## config.mk

```make
export PLATFORM = sky130hd
export DESIGN_NAME = seven_seg_scan_decoder
export DESIGN_NICKNAME = d
export VERILOG_FILES = /design/src/rtl/seg_pkg.sv /design/src/rtl/seg_pattern_decode.sv /design/src/rtl/seven_seg_scan_decoder.sv
export SDC_FILE = /design/constraint.sdc
export NUM_CORES = 1
export LEC_CHECK = 0
export ABC_CLOCK_PERIOD_IN_PS = 3700
export CAP_MARGIN = 25
export CORE_ASPECT_RATIO = 0.9
export CORE_MARGIN = 2
export CORE_UTILIZATION = 45
export CTS_CLUSTER_SIZE = 12
export DETAILED_ROUTE_END_ITERATION = 12
export GPL_TIMING_DRIVEN = 0
export HOLD_SLACK_MARGIN = 0.03
export PLACE_DENSITY = 0.75
export SKIP_CTS_REPAIR_TIMING = 1
export SLEW_MARGIN = 5
export SYNTH_ARGS = -nofsm -noshare
export SYNTH_HDL_FRONTEND = slang
export SYNTH_SLANG_ARGS = --single-unit
```

## constraint.sdc

```tcl
create_clock -name clk_in -period 3.7 [get_ports clk_in]
set_input_delay 0.555 -clock clk_in [delete_from_list [all_inputs] [get_ports clk_in]]
set_output_delay 0.555 -clock clk_in [all_outputs]
set_load 0.01 [all_outputs]
```

## src/rtl/seg_pkg.sv

```systemverilog
// Shared types and constants for the seven-segment scan decoder.
// Contents:
//   seg_t         7-bit active-high segment vector {g,f,e,d,c,b,a}
//   SEG_*         segment patterns for the 16 hex glyphs and blank
//   scan_state_t  scan FSM states
//   hex_t         decoded glyph {valid, blank, nibble}
//   seg_to_hex()  pattern -> hex_t; valid=1 only for the 16 hex glyphs,
//                 blank=1 only for all-segments-off, both 0 otherwise
package seg_pkg;

  typedef logic [6:0] seg_t;

  localparam seg_t SEG_0     = 7'b0111111;
  localparam seg_t SEG_1     = 7'b0000110;
  localparam seg_t SEG_2     = 7'b1011011;
  localparam seg_t SEG_3     = 7'b1001111;
  localparam seg_t SEG_4     = 7'b1100110;
  localparam seg_t SEG_5     = 7'b1101101;
  localparam seg_t SEG_6     = 7'b1111101;
  localparam seg_t SEG_7     = 7'b0000111;
  localparam seg_t SEG_8     = 7'b1111111;
  localparam seg_t SEG_9     = 7'b1101111;
  localparam seg_t SEG_A     = 7'b1110111;
  localparam seg_t SEG_B     = 7'b1111100;
  localparam seg_t SEG_C     = 7'b0111001;
  localparam seg_t SEG_D     = 7'b1011110;
  localparam seg_t SEG_E     = 7'b1111001;
  localparam seg_t SEG_F     = 7'b1110001;
  localparam seg_t SEG_BLANK = 7'b0000000;

  typedef enum logic [1:0] {
    IDLE   = 2'd0,
    DWELL  = 2'd1,
    ACCEPT = 2'd2,
    HOLD   = 2'd3
  } scan_state_t;

  typedef struct packed {
    logic       valid;
    logic       blank;
    logic [3:0] nibble;
  } hex_t;

  function automatic hex_t seg_to_hex(seg_t seg);
    hex_t r;
    r       = '0;
    r.valid = 1'b1;
    case (seg)
      SEG_0:     r.nibble = 4'h0;
      SEG_1:     r.nibble = 4'h1;
      SEG_2:     r.nibble = 4'h2;
      SEG_3:     r.nibble = 4'h3;
      SEG_4:     r.nibble = 4'h4;
      SEG_5:     r.nibble = 4'h5;
      SEG_6:     r.nibble = 4'h6;
      SEG_7:     r.nibble = 4'h7;
      SEG_8:     r.nibble = 4'h8;
      SEG_9:     r.nibble = 4'h9;
      SEG_A:     r.nibble = 4'hA;
      SEG_B:     r.nibble = 4'hB;
      SEG_C:     r.nibble = 4'hC;
      SEG_D:     r.nibble = 4'hD;
      SEG_E:     r.nibble = 4'hE;
      SEG_F:     r.nibble = 4'hF;
      SEG_BLANK: begin
        r.valid = 1'b0;
        r.blank = 1'b1;
      end
      default:   r.valid = 1'b0;
    endcase
    return r;
  endfunction

endpackage

```

## src/rtl/seg_pattern_decode.sv

```systemverilog
// Combinational segment-pattern decoder (wraps seg_to_hex).
// Ports:
//   seg     in   7  active-high segments {g,f,e,d,c,b,a}
//   valid   out  1  pattern is one of the 16 hex glyphs
//   blank   out  1  all segments off
//   nibble  out  4  hex value (0 when not valid)
module seg_pattern_decode
  import seg_pkg::*;
(
  input  logic [6:0] seg,
  output logic       valid,
  output logic       blank,
  output logic [3:0] nibble
);

  hex_t dec;

  assign dec    = seg_to_hex(seg);
  assign valid  = dec.valid;
  assign blank  = dec.blank;
  assign nibble = dec.nibble;

endmodule

```

## src/rtl/seven_seg_scan_decoder.sv

```systemverilog
// Monitors the multiplexed anode/cathode lines of a seven-segment display
// and rebuilds the hex value shown on it.
// Ports:
//   clk_in     in   1        system clock
//   rst_n_in   in   1        asynchronous active-low reset
//   an_in      in   N        digit anodes, active-low
//   cat_in     in   7        segment cathodes, active-low {g,f,e,d,c,b,a}
//   clear_in   in   1        drop partial frame, clear sticky errors
//   value_out  out  4N       last complete frame, digit k at [4k+3:4k]
//   blank_out  out  N        digit k was blank in last frame
//   err_out    out  N        sticky: digit k showed a non-hex pattern
//   valid_out  out  1        one-cycle pulse when value_out/blank_out update
//   state_out  out  2        current scan_state_t encoding (debug)
// Handshake: valid_out is a strobe with no ready; value_out/blank_out are
// stable from the pulse until the next pulse.
module seven_seg_scan_decoder
  import seg_pkg::*;
#(
  parameter int NUM_DIGITS = 8,
  parameter int MIN_DWELL  = 16
) (
  input  logic                    clk_in,
  input  logic                    rst_n_in,
  input  logic [NUM_DIGITS-1:0]   an_in,
  input  logic [6:0]              cat_in,
  input  logic                    clear_in,
  output logic [4*NUM_DIGITS-1:0] value_out,
  output logic [NUM_DIGITS-1:0]   blank_out,
  output logic [NUM_DIGITS-1:0]   err_out,
  output logic                    valid_out,
  output logic [1:0]              state_out
);

  localparam int DW = $clog2(MIN_DWELL + 1);
  localparam int IW = (NUM_DIGITS > 1) ? $clog2(NUM_DIGITS) : 1;
  localparam logic [DW-1:0] DWELL_MAX = DW'(MIN_DWELL);
  localparam logic [DW-1:0] DWELL_ACC = DW'(MIN_DWELL - 1);

  // Two-flop synchronizers plus one extra stage used for change detection.
  // Idle value is all-high (display off, all segments off).
  logic [NUM_DIGITS-1:0] an_meta, an_sync, an_last;
  seg_t                  cat_meta, cat_sync, cat_last;

  always_ff @(posedge clk_in or negedge rst_n_in) begin
    if (!rst_n_in) begin
      an_meta  <= '1;
      an_sync  <= '1;
      an_last  <= '1;
      cat_meta <= '1;
      cat_sync <= '1;
      cat_last <= '1;
    end else begin
      an_meta  <= an_in;
      an_sync  <= an_meta;
      an_last  <= an_sync;
      cat_meta <= cat_in;
      cat_sync <= cat_meta;
      cat_last <= cat_sync;
    end
  end

  logic [NUM_DIGITS-1:0] an_act;
  logic                  one_hot, changed, stable;
  logic [DW-1:0]         dwell, dwell_next;

  assign an_act  = ~an_sync;
  assign one_hot = (an_act != '0) && ((an_act & (an_act - 1'b1)) == '0);
  assign changed = (an_sync != an_last) || (cat_sync != cat_last);
  assign stable  = one_hot && !changed;

  // dwell_next = number of consecutive samples the current pair has matched
  // its predecessor; reaching MIN_DWELL-1 means MIN_DWELL identical samples.
  always_comb begin
    dwell_next = '0;
    if (stable) dwell_next = (dwell == DWELL_MAX) ? dwell : dwell + 1'b1;
  end

  // In ACCEPT, an_last/cat_last still hold the pair that completed the dwell.
  logic [IW-1:0] acc_idx;
  always_comb begin
    acc_idx = '0;
    for (int i = 0; i < NUM_DIGITS; i++) begin
      if (!an_last[i]) acc_idx = IW'(i);
    end
  end

  logic       dec_valid, dec_blank;
  logic [3:0] dec_nibble;
  seg_t       acc_seg;

  assign acc_seg = ~cat_last;

  seg_pattern_decode u_decode (
    .seg    (acc_seg),
    .valid  (dec_valid),
    .blank  (dec_blank),
    .nibble (dec_nibble)
  );

  scan_state_t               state;
  logic [NUM_DIGITS-1:0]     seen;
  logic [4*NUM_DIGITS-1:0]   stage_value;
  logic [NUM_DIGITS-1:0]     stage_blank;

  assign state_out = state;

  always_ff @(posedge clk_in or negedge rst_n_in) begin
    if (!rst_n_in) begin
      state       <= IDLE;
      dwell       <= '0;
      seen        <= '0;
      stage_value <= '0;
      stage_blank <= '0;
      value_out   <= '0;
      blank_out   <= '0;
      err_out     <= '0;
      valid_out   <= 1'b0;
    end else begin
      valid_out <= 1'b0;
      if (clear_in) begin
        // Overrides both a pending ACCEPT and a pending frame commit.
        state   <= IDLE;
        dwell   <= '0;
        seen    <= '0;
        err_out <= '0;
      end else begin
        dwell <= dwell_next;
        if (seen == '1) begin
          value_out <= stage_value;
          blank_out <= stage_blank;
          valid_out <= 1'b1;
          seen      <= '0;
        end
        case (state)
          IDLE:    if (one_hot) state <= DWELL;
          DWELL: begin
            if (!stable)                      state <= IDLE;
            else if (dwell_next == DWELL_ACC) state <= ACCEPT;
          end
          ACCEPT: begin
            stage_value[4*acc_idx +: 4] <= dec_valid ? dec_nibble : 4'h0;
            stage_blank[acc_idx]        <= dec_blank;
            if (!dec_valid && !dec_blank) err_out[acc_idx] <= 1'b1;
            seen[acc_idx] <= 1'b1;
            state         <= HOLD;
          end
          HOLD:    if (!stable) state <= IDLE;
          default: state <= IDLE;
        endcase
      end
    end
  end

endmodule
```

==> results of run 1 <==
[stage by stage]
| stage | utilization (%) | std cells | setup TNS [ns] | hold slack (ns) |
|---|---|---|---|---|
| after floorplan | - | 480 | 0 | 0.259 |
| after global placement | 53.1 | 716 | -413.20 | 0.347 |
| after detailed placement | 53.3 | 717 | 0 | 0.347 |
| after CTS | 57.6 | 749 | 0 | 0.150 |
| after global routing | 57.6 | 749 | 0 | 0.181 |
| final | 57.6 | 749 | 0 | 0.130 |
[final cells by class]
class / instances / area share, %
plain buffers: 20 / 1.19
clock inverters: 7 / 0.919
inverters: 20 / 0.967
multi-input cells: 291 / 29.8
clock buffers: 25 / 6.53
repair buffers: 69 / 9.14
flip-flops and latches: 149 / 48.8
well taps: 168 / 2.71
[state kept, by name, indices dropped and copies added, names as in the netlist]
register,count
value_out,32
blank_out,8
an_meta,8
cat_sync,7
an_sync,8
dwell,5
stage_value,32
state_out,2
cat_last,7
valid_out,1
err_out,8
cat_meta,7
an_last,8
stage_blank,8
seen,8
[worst max-delay path, cell delays in order (launching register included)]
cell	delay [ns]
sky130_fd_sc_hd__dfstp_2	0.60
sky130_fd_sc_hd__nand2b_1	0.11
sky130_fd_sc_hd__a21boi_4	0.30
sky130_fd_sc_hd__o21ai_1	0.13
sky130_fd_sc_hd__clkbuf_1	0.25
sky130_fd_sc_hd__nand2_1	0.18
sky130_fd_sc_hd__inv_1	0.10
sky130_fd_sc_hd__ha_1	0.22
sky130_fd_sc_hd__ha_1	0.32
sky130_fd_sc_hd__and2_1	0.23
sky130_fd_sc_hd__nand2_1	0.07
sky130_fd_sc_hd__or4_1	0.40
sky130_fd_sc_hd__buf_2	0.17
sky130_fd_sc_hd__mux2_1	0.32
[synth_stat cells (7+ instances only)]
master / count / share of area (%)
sky130_fd_sc_hd__nor2_1: 21 / 1.3
sky130_fd_sc_hd__nand2_1: 31 / 1.9
sky130_fd_sc_hd__or3_1: 7 / 0.70
sky130_fd_sc_hd__a21o_1: 9 / 1.1
sky130_fd_sc_hd__nand3_1: 9 / 0.72
sky130_fd_sc_hd__dfstp_2: 45 / 19
sky130_fd_sc_hd__dfrtp_1: 104 / 42
sky130_fd_sc_hd__buf_2: 8 / 0.64
sky130_fd_sc_hd__nor4_1: 10 / 1.0
sky130_fd_sc_hd__a21oi_1: 10 / 0.80
sky130_fd_sc_hd__o31ai_1: 12 / 1.4
sky130_fd_sc_hd__clkbuf_1: 8 / 0.48
sky130_fd_sc_hd__mux2_2: 56 / 10
sky130_fd_sc_hd__inv_1: 19 / 1.1
sky130_fd_sc_hd__xor2_1: 18 / 2.5
[placed cells by master, fill, tap and decap left out, types with 7 or more instances in the layout]
cell and instances:
sky130_fd_sc_hd__buf_2 8, sky130_fd_sc_hd__clkbuf_1 12, sky130_fd_sc_hd__a21oi_1 10, sky130_fd_sc_hd__xor2_1 18
sky130_fd_sc_hd__dfrtp_1 104, sky130_fd_sc_hd__o31ai_1 12, sky130_fd_sc_hd__dfstp_2 45, sky130_fd_sc_hd__mux2_2 56
sky130_fd_sc_hd__a21o_1 9, sky130_fd_sc_hd__nand3_1 9, sky130_fd_sc_hd__clkdlybuf4s50_1 67, sky130_fd_sc_hd__nor2_1 21
sky130_fd_sc_hd__nor4_1 10, sky130_fd_sc_hd__inv_1 19, sky130_fd_sc_hd__nand2_1 31, sky130_fd_sc_hd__or3_1 7
sky130_fd_sc_hd__clkbuf_16 18
[power groups by stage]
stage	logic, uW	registers, uW	clock network [uW]
floorplan	80.9	1720	0
global placement	148	1720	0
detailed placement	157	1730	0
CTS	158	1700	1690
global route	177	1700	1780
finish	157	1700	1660
[how the worst max path moves through the flow]
stage	startpoint	endpoint	slack (ns)	cells after the start
global placement	rst_n_in	blank_out[4]$_DFFE_PN0P_	-3.29	1
finish	an_last[2]$_DFF_PN1_	stage_value[8]$_DFFE_PN0P_	0.18	13
floorplan	an_last[2]$_DFF_PN1_	stage_value[10]$_DFFE_PN0P_	0.54	13
global route	an_last[2]$_DFF_PN1_	stage_value[8]$_DFFE_PN0P_	0.008	13
detailed placement	an_last[2]$_DFF_PN1_	stage_value[8]$_DFFE_PN0P_	0.17	13
CTS	an_last[2]$_DFF_PN1_	stage_value[8]$_DFFE_PN0P_	0.11	13
[layer usage]
layer  GRT usage, %  vias to the layer above
li1               -                     1915
met1           23.2                     2059
met2           28.7                      125
met3           4.66                       27
met4           8.13                        0
met5              0                        -
[kinds of logic after synthesis]
| kind of cell | after synthesis | synth area share, % |
|---|---|---|
| xor+xnor | 19 | 2.66 |
| buf+inv | 40 | 2.68 |
| fa+ha+maj | 7 | 1.36 |
| flops | 149 | 60.5 |
| mux | 64 | 11.5 |
| compound gates | 77 | 10.3 |
| simple gates | 124 | 11.1 |
==> flow_summary.yaml, run 1 <==
hold_path:
  min_path_type: "input pin to async pin"
sta:
  worst_clock_skew_ns: 0.00741
  layout_setup_ws_ns: 0.185
  finalWorstPathRequiredPeriod_ns: 3.52
  max_slew_margin_pct: 40.2
  timing.final.max_slew_violations: 0
  setup_repair_after_global_routing_missed_its_margin: "false"
  max_freq_mhz: 284
  finalSetupViolCount: 0
  worst_slew_pin_slew_ns: 0.890
  fin_crit_sh_pct: 95.0
  timing_hold_violations_final: 0
route:
  top_layer_used: "met4"
  antenna_violating_nets_post_route: 0
  route.met2.wl_um: 6040
  detail_route.iter0.violations: 336
  drt-total-wl_um: 12300
  detail_route.wirelength.met1_um: 5400
  drt-pass1-iter-count: 4
  vias_per_cell: 5.51
  vias: 4126
  met3WireLength_um: 595
  drc: 0
  wl_per_cell_um: 16.4
critical_path:
  timing_worst_setup_path_type: "flip-flop to flip-flop"
  ff2ff_path_depth: 13
  worstSetupEndpointType: "flip-flop"
  cp_launch_type: "flip-flop"
  critical_path_peak_fanout: 10
  crit-reg2reg-launch: "an_last[2]$_DFF_PN1_"
  r2r_end: "stage_value[8]$_DFFE_PN0P_"
  rrSetupSlack_ns: 0.18
  critical_path_arrival_ns: 3.81
  cp.required_ns: 4.00
cts:
  clk_root_buffer_cell: "sky130_fd_sc_hd__clkbuf_16"
  cts-buffers-inserted: 17
  tritoncts_clock_tree: "yes"
  clock_insertion_delay_worst_skew_ns: 0.42
  numClockSinks: 149
  largest_buffer_count_on_any_clock_path: 2
  cts.reportedPaths.clkPinSlew_ns: 0.06
  htreeDepth: 4
floorplan:
  placementRows: 40
  die_x_um: 128
  io_pins: 69
  chipHeight_um: 116
  core_area_um2: 13500
  initial_utilization_pct: 46.5
  dieArea_um2: 14900
pwr:
  post-layout-total-power_uw: 3520
  switching_power_uw: 766
  power_density_nw_per_um2: 453
  worst_ir_drop_vdd_uv: 306
  p_leak_uw: 0.00342
  power_switching_share_pct: 21.8
  pwr-share-seq_pct: 48.3
  power.share.clock_pct: 47.2
  p_comb_share_pct: 4.5
  internal-power_uw: 2750
global_routing:
  grt_first_pass_wirelength_um: 20600
  grt_util_all_layers_pct: 17.9
  gr-total-overflow: 0
  grt_antenna_before_repair: 0
  via_count_of_the_first_global_routing_pass: 4086
  pin_count_of_the_biggest_net_entering_global_routing: 82
logic_synthesis:
  async_reset_ff_share_pct: 100
  synth_seq_cells: 149
  synth.distinct_cells: 63
  fraction_of_the_yosys_area_taken_by_sequential_cells_pct: 60.5
  synthesis.instances: 480
  number_of_enable_type_register_cells_in_the_synthesized_netlist: 0
  postSynthAreaPerCell_um2: 13.0
  postSynth.topFlopCell: "sky130_fd_sc_hd__dfrtp_1"
  yosysWarnings: 0
  post_synthesis_cell_area_um2: 6250
  synth.net_count: 504
run:
  maxCapViolCount: 0
cells_and_area:
  final_layout_size_suffix_gt1_share_pct: 27.0
  final_cell_area_um2: 7760
  num-nets-final: 592
  area.sequential_um2: 3780
  diodes: 0
  multiInputGateArea_um2: 2310
  layout-area-overhead-vs-synth_pct: 24.1
  fillCellCount: 1056
status:
  status: "completed"
placement:
  hpwl_um: 8620
  placed_cell_area_um2: 7170
  preCtsSetupSlack_ns: 0.175
  gp_congestion: 0.885
  io_buffers: 68
(Power assumes the default switching activity.)
==> run 2, diff against run 1 <==
--- a/config.mk
+++ b/config.mk
@@ -5,8 +5,8 @@
 export SDC_FILE = /design/constraint.sdc
 export NUM_CORES = 1
 export LEC_CHECK = 0
-export ABC_CLOCK_PERIOD_IN_PS = 3700
-export CAP_MARGIN = 25
+export ABC_CLOCK_PERIOD_IN_PS = 3500
+export CAP_MARGIN = 5
 export CORE_ASPECT_RATIO = 0.9
 export CORE_MARGIN = 2
 export CORE_UTILIZATION = 45
@@ -15,6 +15,7 @@
 export GPL_TIMING_DRIVEN = 0
 export HOLD_SLACK_MARGIN = 0.03
 export PLACE_DENSITY = 0.75
+export RECOVER_POWER = 25
 export SKIP_CTS_REPAIR_TIMING = 1
 export SLEW_MARGIN = 5
 export SYNTH_ARGS = -nofsm -noshare
==> constraint.sdc (replaced) <==
create_clock -name clk_in -period 3.5 [get_ports clk_in]
set_input_delay 0.525 -clock clk_in [delete_from_list [all_inputs] [get_ports clk_in]]
set_output_delay 0.525 -clock clk_in [all_outputs]
set_load 0.01 [all_outputs]
==> flow_summary.yaml, run 2 (synthesized netlist as in run 1, its figures left out) <==
status:
  status: "complete, but fails checks"
  violations: "capacitance limit, slew limit"
placement:
  hpwl_um: 8620
  io_buffers: 68
  gp_congestion: 0.885
critical_path:
  rrSetupSlack_ns: 0.17
  r2r_end: "stage_value[8]$_DFFE_PN0P_"
  ff2ff_path_depth: 13
  cp_slowest_stage_delay_ns: 0.60
  timing_worst_setup_path_type: "flip-flop to flip-flop"
  cp.required_ns: 3.80
  critical_path_peak_fanout: 10
  cp_launch_type: "flip-flop"
  crit_path_top_delay_cell: "sky130_fd_sc_hd__dfstp_2"
  cp_top_family: "simple AND/OR/NAND/NOR gates"
  critical_path_arrival_ns: 3.63
  critical_path_buf_inv_count: 3
  worstSetupEndpointType: "flip-flop"
  cells_traversed_along_the_worst_timing_path: "nand2b_1 -> a21boi_4 -> o21ai_1 -> clkbuf_2 -> nand2_1 -> inv_1 -> ha_1 -> ha_1 -> and2_1 -> nand2_1 -> or4_1 -> buf_2 -> mux2_1"
  crit-reg2reg-launch: "an_last[2]$_DFF_PN1_"
pwr:
  p_leak_uw: 0.00344
  post-layout-total-power_uw: 3720
  power_density_nw_per_um2: 478
  worst_ir_drop_vdd_uv: 323
  switching_power_uw: 813
  pwr-share-seq_pct: 48.3
  internal-power_uw: 2900
  p_comb_share_pct: 4.5
  power_switching_share_pct: 21.9
  power.share.clock_pct: 47.2
cts:
  clock_insertion_delay_worst_skew_ns: 0.42
  cts.reportedPaths.clkPinSlew_ns: 0.06
  tritoncts_clock_tree: "yes"
  largest_buffer_count_on_any_clock_path: 2
  htreeDepth: 4
  numClockSinks: 149
  clk_root_buffer_cell: "sky130_fd_sc_hd__clkbuf_16"
  cts-buffers-inserted: 17
hold_path:
  min_path_cells: 0
  hold_worst_path_end: "an_sync[7]$_DFF_PN1_"
  holdCritStartpoint: "an_meta[7]$_DFF_PN1_"
  min_path_type: "flip-flop to flip-flop"
global_routing:
  grt_first_pass_wirelength_um: 20600
  via_count_of_the_first_global_routing_pass: 4086
  gr-total-overflow: 0
  pin_count_of_the_biggest_net_entering_global_routing: 82
  grt_util_all_layers_pct: 17.9
  grt_antenna_before_repair: 0
floorplan:
  core_area_um2: 13500
  chipHeight_um: 116
  io_pins: 69
  initial_utilization_pct: 46.5
  dieArea_um2: 14900
  placementRows: 40
  die_x_um: 128
sta:
  worst_clock_skew_ns: 0.00744
  worst_slew_pin_slew_ns: 1.66
  finalWorstPathRequiredPeriod_ns: 3.33
  max_slew_margin_pct: -10.5
  timing.final.max_slew_violations: 69
  finalSetupViolCount: 0
  fin_crit_sh_pct: 95.2
  setup_repair_after_global_routing_missed_its_margin: "false"
  timing_hold_violations_final: 0
  max_freq_mhz: 300
  whs_ns: 0.355
route:
  drt-pass1-iter-count: 5
  detail_route.iter0.violations: 304
  wl_per_cell_um: 16.4
  vias_per_cell: 5.57
  drc: 0
  drt-total-wl_um: 12400
  vias: 4194
  antenna_violating_nets_post_route: 0
cells_and_area:
  final_layout_size_suffix_gt1_share_pct: 26.3
  multiInputGateArea_um2: 2310
  diodes: 0
  reg_top3: "stage_value x32, value_out x32"
  layout-area-overhead-vs-synth_pct: 24.5
  finalCoreUtilization_pct: 57.8
  fillCellCount: 1049
  num-nets-final: 596
  final_common_cell: "sky130_fd_sc_hd__dfrtp_1"
  area.sequential_um2: 3780
  final_cell_mix: "sky130_fd_sc_hd__dfrtp_1 (104), sky130_fd_sc_hd__mux2_2 (56), sky130_fd_sc_hd__clkdlybuf4s50_1 (52)"
run:
  maxCapViolCount: 1
-- run 2: changes by cell type in the layout (fill, tap and decap cells not counted), moves of 2 or more --
cell                              change
sky130_fd_sc_hd__clkbuf_2             +2
sky130_fd_sc_hd__dfstp_1              +8
sky130_fd_sc_hd__buf_4                +4
sky130_fd_sc_hd__dfstp_2              -8
sky130_fd_sc_hd__clkdlybuf4s50_1     -15
sky130_fd_sc_hd__dlygate4sd3_1       +15
-- run 2: worst max-delay path by stage --
stage | start | endpoint | slack [ns] | cells after the start
floorplan | an_last[2]$_DFF_PN1_ | stage_value[10]$_DFFE_PN0P_ | 0.34 | 13
global placement | rst_n_in | blank_out[4]$_DFFE_PN0P_ | -3.46 | 1
detailed placement | an_last[2]$_DFF_PN1_ | stage_value[8]$_DFFE_PN0P_ | -0.03 | 13
CTS | an_last[2]$_DFF_PN1_ | stage_value[8]$_DFFE_PN0P_ | -0.09 | 13
global route | an_last[2]$_DFF_PN1_ | stage_value[8]$_DFFE_PN0P_ | 0.01 | 13
finish | an_last[2]$_DFF_PN1_ | stage_value[8]$_DFFE_PN0P_ | 0.17 | 13
-- run 2: final cells by class --
class,count,share of cell area (%)
Clock buffer,25,6.51
Inverter,20,0.964
Sequential cell,149,48.6
Tap cell,168,2.70
Clock inverter,7,0.916
Timing Repair Buffer,73,9.42
Buffer,20,1.21
Multi-Input combinational cell,291,29.7
-- run 2: per-layer routing --
metal / part of all wire (%) / global-route usage (%) / wire [um]
met3: 5.2 / 4.66 / 642
met5: 0 / 0 / 0
met4: 2.2 / 8.13 / 269
met1: 44 / 23.2 / 5410
met2: 49 / 28.7 / 6040
-- run 2: power by group through the flow --
stage / clock network (uW) / registers (uW) / logic, uW
2_1_floorplan: 0 / 1820 / 85.5
3_3_place_gp: 0 / 1820 / 156
3_5_place_dp: 0 / 1830 / 166
4_1_cts: 1790 / 1800 / 167
5_1_grt: 1880 / 1800 / 188
6_report: 1760 / 1790 / 167
-- run 2: through the flow --
step                worst slack (ns)  TNS [ns]  cell area (um^2)  instances
floorplan                      0.338         0              6250        480
global placement               -3.46   -438.53              7150        716
detailed placement           -0.0252   -0.0733              7170        717
CTS                          -0.0906    -0.328              7750        749
global route                  0.0130         0              7780        753
finish                         0.167         0              7780        753
-- run 2: worst reg2reg max path, delay by kind of cell, from the launching register on --
kind | cells | cell delay [ns]
compound gates | 2 | 0.32
fa+ha+maj | 2 | 0.54
buf+inv | 3 | 0.47
flops | 1 | 0.60
mux | 1 | 0.32
simple gates | 5 | 0.96
==> run 3, diff against run 2 <==
--- a/config.mk
+++ b/config.mk
@@ -6,7 +6,7 @@
 export NUM_CORES = 1
 export LEC_CHECK = 0
 export ABC_CLOCK_PERIOD_IN_PS = 3500
-export CAP_MARGIN = 5
+export CAP_MARGIN = 0
 export CORE_ASPECT_RATIO = 0.9
 export CORE_MARGIN = 2
 export CORE_UTILIZATION = 45
==> results of run 3 <==
The final DEF is identical to that of run 2; final timing and power are the same.
